<file path="src/rtl/rst_seq_pkg.sv">
// -----------------------------------------------------------------------------
// rst_seq_pkg
//   Shared types and helpers for the multi-domain reset sequencer.
//   - rst_seq_state_t : sequencer FSM states
//   - thr()           : release threshold for a channel index
// -----------------------------------------------------------------------------
package rst_seq_pkg;

   typedef enum logic [1:0] {
      ASSERT  = 2'd0,
      RELEASE = 2'd1,
      DONE    = 2'd2,
      HOLD    = 2'd3
   } rst_seq_state_t;

   // Edge count after RELEASE entry at which channel i deasserts.
   function automatic int unsigned thr(input int unsigned i,
                                       input int unsigned base,
                                       input int unsigned step);
      return base + (i * step);
   endfunction

endpackage

</file>
<file path="src/rtl/rst_sync.sv">
// -----------------------------------------------------------------------------
// rst_sync
//   Reset synchroniser: asserts asynchronously, deasserts DEPTH rising edges
//   after rst_n rises.
// Ports:
//   clk    in  system clock
//   rst_n  in  async active-low reset
//   rst_s  out synchronised active-low reset (1 = released)
// -----------------------------------------------------------------------------
module rst_sync #(
   parameter int unsigned DEPTH = 2
) (
   input  logic clk,
   input  logic rst_n,
   output logic rst_s
);

   logic [DEPTH-1:0] sync_r;

   // Shift a constant 1 through the chain once reset is released.
   always_ff @(posedge clk or negedge rst_n) begin
      if (!rst_n) begin
         sync_r <= '0;
      end else begin
         sync_r <= {sync_r[DEPTH-2:0], 1'b1};
      end
   end

   assign rst_s = sync_r[DEPTH-1];

endmodule

</file>
<file path="src/rtl/rst_seq.sv">
// -----------------------------------------------------------------------------
// rst_seq
//   Parametrised multi-domain reset sequencer. Synchronises the release of
//   the board reset, then deasserts NCH active-high resets in staggered order
//   (channel i at BASE_DLY + i*STEP_DLY edges after RELEASE entry). A
//   sw_rst_req pulse re-asserts every channel, holds them for HOLD_CYC edges
//   and re-runs the release sequence.
// Ports:
//   clk         in   system clock
//   rst_n       in   async active-low reset (asserts async, release synchronised)
//   sw_rst_req  in   1-cycle software reset request
//   rst_out     out  [NCH-1:0] active-high resets, bit i = channel i
//   seq_done    out  1 when every rst_out bit is 0
//   busy        out  1 while in HOLD or RELEASE
// Configuration:
//   RST_SEQ_DISPLAY_EN : simulation messages on each channel release and on
//                        sequence completion; logic is unchanged.
// -----------------------------------------------------------------------------
module rst_seq
   import rst_seq_pkg::*;
#(
   parameter int unsigned NCH         = 4,
   parameter int unsigned DLY_W       = 8,
   parameter int unsigned BASE_DLY    = 10,
   parameter int unsigned STEP_DLY    = 4,
   parameter int unsigned SYNC_STAGES = 2,
   parameter int unsigned HOLD_CYC    = 8
) (
   input  logic           clk,
   input  logic           rst_n,
   input  logic           sw_rst_req,
   output logic [NCH-1:0] rst_out,
   output logic           seq_done,
   output logic           busy
);

   localparam int unsigned      THR_LAST_I = thr(NCH - 32'd1, BASE_DLY, STEP_DLY);
   localparam logic [DLY_W-1:0] THR_LAST   = DLY_W'(THR_LAST_I);
   localparam logic [DLY_W-1:0] HOLD_LIM   = DLY_W'(HOLD_CYC);
   localparam longint unsigned  CNT_MAX    = (64'd1 << DLY_W) - 64'd1;

   // Reject configurations whose thresholds or hold count do not fit the counter.
   if ((64'(THR_LAST_I) > CNT_MAX) || (64'(HOLD_CYC) > CNT_MAX) ||
       (NCH < 32'd1) || (NCH > 32'd16) || (BASE_DLY < 32'd1) ||
       (SYNC_STAGES < 32'd2) || (HOLD_CYC < 32'd1)) begin : g_param_err
      $error("rst_seq: illegal parameter set (NCH=%0d DLY_W=%0d last threshold=%0d)",
             NCH, DLY_W, THR_LAST_I);
   end

   logic                 rst_s;
   rst_seq_state_t       state_r;
   rst_seq_state_t       state_nxt_s;
   logic [DLY_W-1:0]     cnt_r;
   logic [DLY_W-1:0]     cnt_nxt_s;
   logic [NCH-1:0]       rel_s;
   logic [NCH-1:0]       rst_out_r;
   logic [NCH-1:0]       rst_out_nxt_s;
   logic                 seq_done_r;
   logic                 seq_done_nxt_s;
   logic                 busy_r;
   logic                 busy_nxt_s;

   rst_sync #(
      .DEPTH (SYNC_STAGES)
   ) u_rst_sync (
      .clk   (clk),
      .rst_n (rst_n),
      .rst_s (rst_s)
   );

   // Per-channel release flag: evaluated on the next count so the registered
   // output falls on the very edge where the count reaches the threshold.
   for (genvar i = 0; i < NCH; i++) begin : g_thr
      localparam logic [DLY_W-1:0] THR_I = DLY_W'(thr(unsigned'(i), BASE_DLY, STEP_DLY));
      assign rel_s[i] = (cnt_nxt_s >= THR_I);
   end

   // Next-state and counter logic.
   always_comb begin
      state_nxt_s = state_r;
      cnt_nxt_s   = cnt_r;
      case (state_r)
         ASSERT: begin
            cnt_nxt_s = '0;
            if (rst_s) begin
               state_nxt_s = RELEASE;
            end else begin
               state_nxt_s = ASSERT;
            end
         end
         RELEASE: begin
            if (sw_rst_req) begin
               state_nxt_s = HOLD;
               cnt_nxt_s   = '0;
            end else begin
               // Saturate at the last threshold.
               if (cnt_r < THR_LAST) begin
                  cnt_nxt_s = cnt_r + DLY_W'(1);
               end else begin
                  cnt_nxt_s = cnt_r;
               end
               if (cnt_nxt_s == THR_LAST) begin
                  state_nxt_s = DONE;
               end else begin
                  state_nxt_s = RELEASE;
               end
            end
         end
         DONE: begin
            if (sw_rst_req) begin
               state_nxt_s = HOLD;
               cnt_nxt_s   = '0;
            end else begin
               state_nxt_s = DONE;
            end
         end
         HOLD: begin
            if (sw_rst_req) begin
               // A fresh request restarts the hold window.
               state_nxt_s = HOLD;
               cnt_nxt_s   = '0;
            end else if ((cnt_r + DLY_W'(1)) == HOLD_LIM) begin
               state_nxt_s = RELEASE;
               cnt_nxt_s   = '0;
            end else begin
               state_nxt_s = HOLD;
               cnt_nxt_s   = cnt_r + DLY_W'(1);
            end
         end
         default: begin
            state_nxt_s = ASSERT;
            cnt_nxt_s   = '0;
         end
      endcase
   end

   // Output values as a function of the state being entered.
   always_comb begin
      rst_out_nxt_s  = '1;
      seq_done_nxt_s = 1'b0;
      busy_nxt_s     = 1'b0;
      case (state_nxt_s)
         RELEASE: begin
            rst_out_nxt_s = ~rel_s;
            busy_nxt_s    = 1'b1;
         end
         DONE: begin
            rst_out_nxt_s  = ~rel_s;
            seq_done_nxt_s = 1'b1;
         end
         HOLD: begin
            busy_nxt_s = 1'b1;
         end
         ASSERT: begin
            rst_out_nxt_s = '1;
         end
         default: begin
            rst_out_nxt_s = '1;
         end
      endcase
   end

   // State, counter and registered outputs.
   always_ff @(posedge clk or negedge rst_n) begin
      if (!rst_n) begin
         state_r    <= ASSERT;
         cnt_r      <= '0;
         rst_out_r  <= '1;
         seq_done_r <= 1'b0;
         busy_r     <= 1'b0;
      end else begin
         state_r    <= state_nxt_s;
         cnt_r      <= cnt_nxt_s;
         rst_out_r  <= rst_out_nxt_s;
         seq_done_r <= seq_done_nxt_s;
         busy_r     <= busy_nxt_s;
      end
   end

   assign rst_out  = rst_out_r;
   assign seq_done = seq_done_r;
   assign busy     = busy_r;

`ifdef RST_SEQ_DISPLAY_EN
   for (genvar i = 0; i < NCH; i++) begin : g_disp
      // Report each channel release.
      always @(posedge clk) begin
         if (rst_n && rst_out_r[i] && !rst_out_nxt_s[i]) begin
            $display("%0t, Deasserting reset ch %0d", $time, i);
         end
      end
   end

   // Report sequence completion.
   always @(posedge clk) begin
      if (rst_n && (state_r != DONE) && (state_nxt_s == DONE)) begin
         $display("%0t, Reset sequence done", $time);
      end
   end
`else
`endif

endmodule
</file>
<file path="config.mk">
export PLATFORM = sky130hd
export DESIGN_NAME = rst_seq
export DESIGN_NICKNAME = d
export VERILOG_FILES = /design/src/rtl/rst_seq_pkg.sv /design/src/rtl/rst_sync.sv /design/src/rtl/rst_seq.sv
export SDC_FILE = /design/constraint.sdc
export NUM_CORES = 1
export LEC_CHECK = 0
export CAP_MARGIN = 20
export CORE_ASPECT_RATIO = 0.7
export CORE_UTILIZATION = 64
export CTS_BUF_LIST = sky130_fd_sc_hd__clkbuf_4 sky130_fd_sc_hd__clkbuf_8
export CTS_CLUSTER_SIZE = 25
export DETAILED_ROUTE_END_ITERATION = 6
export PLACE_DENSITY = 0.82
export SYNTH_ARGS = -nofsm -noshare
export SYNTH_HDL_FRONTEND = slang
export SYNTH_HIERARCHICAL = 1
export SYNTH_SLANG_ARGS = --single-unit
</file>
<file path="constraint.sdc">
create_clock -name clk -period 5.5 [get_ports clk]
set_input_delay 0.825 -clock clk [delete_from_list [all_inputs] [get_ports clk]]
set_output_delay 0.825 -clock clk [all_outputs]
set_load 0.01 [all_outputs]
</file>
==> qor_table.md <==
| Group | Item | This run |
|---|---|---|
| routing | Detailed-router iteration count before antenna repair | 4 |
| floorplanning | Starting Density | 70.8% |
| floorplanning | Number of placed I/O pins | 9 |
| critical path | Highest cell delay on the worst timing path | 0.73 ns |
| sta | Worst slew slack as a fraction of its limit | 46.5% |
| clocking | Clock sinks | 18 |
| yosys | Net count of the mapped netlist | 166 |
| clocking | Clock latency of the later-clocked register in the worst-skew pair | 0.29 ns |
| worst hold path | Origin of the worst min-delay path | u_rst_sync/sync_r[0] |
| floorplanning | Vertical die dimension | 40.6 µm |
| floorplanning | CORE AREA | 1920 µm² |
| critical path | CP Launch Type | flop |
| routing | Detailed Route Iter0 Violations | 98 |
| yosys | Top_reg_cell synth | dfrtp_1 |
| critical path | Family with the most delay on the worst path | compound AO/OA/AOI/OAI gates |
| power and ir drop | Highest ir drop seen on vdd | 159 µV |
| critical path | Data arrival time of the critical path | 3.01 ns |
| cells and area | Share of layout cells above drive strength 1 | 9.43% |
| job | Max Cap Violations | 0 |
| routing | Routed len/inst | 16.7 µm |
| cells and area | Antenna diode instance count | 0 |
| yosys | Yosys reg bits | 18 |
| status | Outcome | finished, final reports clean |
| critical path | Cell chain of the critical path | nor2b_1 -> nand3_1 -> a311oi_1 -> o21ai_0 -> o21a_1 -> ha_1 -> a21oi_1 -> o41ai_2 |
| yosys | Most area-consuming cells after synthesis | dfrtp_1 (26%), dfstp_2 (7.7%), nand2_1 (4.1%) |
| cells and area | Net count of the finished layout | 167 |
| yosys | Synth cell types | 53 |
| sta | Setup total negative slack | 0 ns |
| sta | Fin. max-slew vios | 0 |
| yosys | Seq/Total Area, Yosys | 33.5% |
| clocking | Number of instances resized during post-cts repair | 0 |
| critical path | Crit Path Category | flop to flop |
| yosys | Area of the mapped netlist | 1360 µm² |
| floorplanning | Total number of placement rows | 13 |
| sta | Final hold vios | 0 |
| sta | Shortest period the worst path allows | 2.81 ns |
| clocking | Number of buffers created by CTS | 3 |
| place | Worst slack at placement | 2.78 ns |
| sta | Smallest setup slack after layout | 2.69 ns |
| yosys | Mean cell area of the mapped netlist | 8.55 µm² |
| floorplanning | Die span in x | 57.1 µm |
| clocking | Worst-case clock buffer depth | 2 |
| global route | Number of antenna violations at the first check in global routing | 0 |
| routing | Count of antenna-violating nets left after detailed routing | 0 |
| yosys | Ranking of synthesized cells by instance count | nand2_1 (15), dfrtp_1 (14), a21oi_1 (11) |
| clocking | Clock H-tree levels | 1 |
| clocking | CTS tree | built |
| cells and area | Area growth, synth to finish | 5.89% |
| worst hold path | Type of the most critical hold path | flop to flop |
| clocking | Clock transition at the register clock pins on the worst setup and hold paths after CTS | 0.11 ns |
| global route | Global-route wire length before repair | 4.82 mm |
| yosys | Top cell type's share of synthesized area | 25.8% |
| place | Sum of net half-perimeters after detailed placement | 2.20 mm |
| sta | Count of endpoints failing setup in the final report | 0 |
| clocking | Root buffer cell | clkbuf_4 |
| global route | Vias in the first global route | 1025 |
| sta | Final period util | 51.0% |
| power and ir drop | Power per standard cell area | 170 nW/µm² |
| yosys | Cell count after synthesis | 159 |
| routing | Final wirelength | 3.03 mm |
| routing | DRC Markers | 0 |
| place | IO Port Bufs | 8 |
| critical path | Endpoint kind of the worst setup timing path | flop |
| critical path | Worst-path cell with the longest stage delay | dfrtp_1 |
| yosys | Number of warnings reported in the yosys synthesis log | 6 |
| sta | Unrepaired setup endpoints after global routing | false |
| yosys | Cell accounting for the most synthesized area | dfrtp_1 |
| critical path | Worst flop-to-flop path startpoint | state_r[0] |
| yosys | Proportion of register bits with asynchronous set or reset after synthesis | 100% |
| critical path | Largest fanout of any net on the critical path | 20 |
| floorplanning | DIE AREA | 2310 µm² |
| clocking | Cts-stage hold buffer count | 0 |
| power and ir drop | Standby leakage power | 0.573 nW |
| routing | Detailed-route vias per instance | 6.65 |
| sta | Transition at the pin with the smallest max-transition slack | 0.801 ns |
| critical path | Buffering stage count on the worst path with inverters included | 0 |
| clocking | Post-CTS Repair Setup Buffers | 0 |
| place | Placer's final routability congestion estimate | 0.866 |
| routing | Via count | 1204 |
| global route | Pin count of the biggest net entering global routing | 21 |
| sta | Fin Clk Skew | 0.0110 ns |
| global route | Overall overflow remaining after global route | 0 |
| sta | Fmax | 356 MHz |
| global route | Combined global-route utilization of all metal layers | 28.2% |
| critical path | Critical path origin | state_r[0] |
| yosys | Dominant cell by count in the synthesized netlist | nand2_1 |
| critical path | Required time reported for the critical path endpoint | 5.71 ns |
| yosys | Number of enable flip-flop cells after synthesis | 0 |
-- area by class of cell --
class / instances / area, µm²
Multi-Input combinational cell: 122 / 813
Fill cell: 144 / 480
Sequential cell: 18 / 455
Timing Repair Buffer: 8 / 80.1
Clock buffer: 4 / 36.3
Tap cell: 22 / 27.5
Inverter: 7 / 26.3
-- sequential cells by signal, indices dropped and copies added (netlist names) --
signal,count
busy,1
state_r,2
rst_out,4
u_rst_sync/sync_r,2
seq_done,1
cnt_r,8
-- worst paths after layout --
kind                       cells after the start  slack, ns                    to
max in group asynchronous                      1       4.01              cnt_r[7]
max                                            8       2.69            rst_out[2]
min                                            0       0.35  u_rst_sync/sync_r[1]
min in group asynchronous                      1       0.98              cnt_r[1]
min reg2reg                                    0       0.35  u_rst_sync/sync_r[1]
max reg2reg                                    8       2.69            rst_out[2]
-- per-layer routing --
metal,routed length (µm),global-route usage (%)
met4,0,2.44
met2,1320,46.8
met1,1420,40.1
met5,0,0
met3,287,5.48
-- placed cells by master, fill, tap and decap left out, types with 3 or more instances in the layout --
cell type,instances
a21oi_1,11
and3_1,5
clkbuf_4,3
clkdlybuf4s50_1,8
dfrtp_1,14
dfstp_2,4
ha_1,4
inv_1,7
nand2_1,15
nand2b_1,3
nand3_1,6
nand3b_1,3
nand4_1,3
nor2_1,6
nor2b_1,5
o21a_1,3
o21ai_0,8
o21ai_1,5
o31ai_1,3
xnor2_1,3
-- kinds of logic (layout without fill, tap and decap cells) --
family / Yosys count / in the layout / synth area share, %
buffers and inverters: 19 / 19 / 6.63
AO/OA/AOI/OAI: 55 / 55 / 28.6
flip-flops: 18 / 18 / 33.5
other: 1 / 1 / 0.276
AND/OR/NAND/NOR: 59 / 59 / 25.3
adder cells (fa/ha/maj): 4 / 4 / 3.68
XOR/XNOR: 3 / 3 / 1.93
-- where the power goes --
group / switching [mW] / total [mW] / internal (mW)
registers: 0.00500 / 0.140 / 0.135
clock network: 0.0399 / 0.0802 / 0.0403
logic: 0.0140 / 0.0239 / 0.00992
total: 0.0589 / 0.244 / 0.185
-- stage by stage --
step | area (µm²) | total power, mW | cells | hold slack (ns) | utilization (%)
after floorplan | 1360 | 0.158 | 159 | 0.331 | -
after global placement | 1400 | 0.165 | 177 | 0.337 | 73.1
after detailed placement | 1400 | 0.165 | 177 | 0.340 | 73.1
after CTS | 1440 | 0.247 | 181 | 0.362 | 75.0
after global routing | 1440 | 0.253 | 181 | 0.380 | 75.0
final | 1440 | 0.244 | 181 | 0.353 | 75.0
No activity file was read; power rests on OpenSTA's default activity.
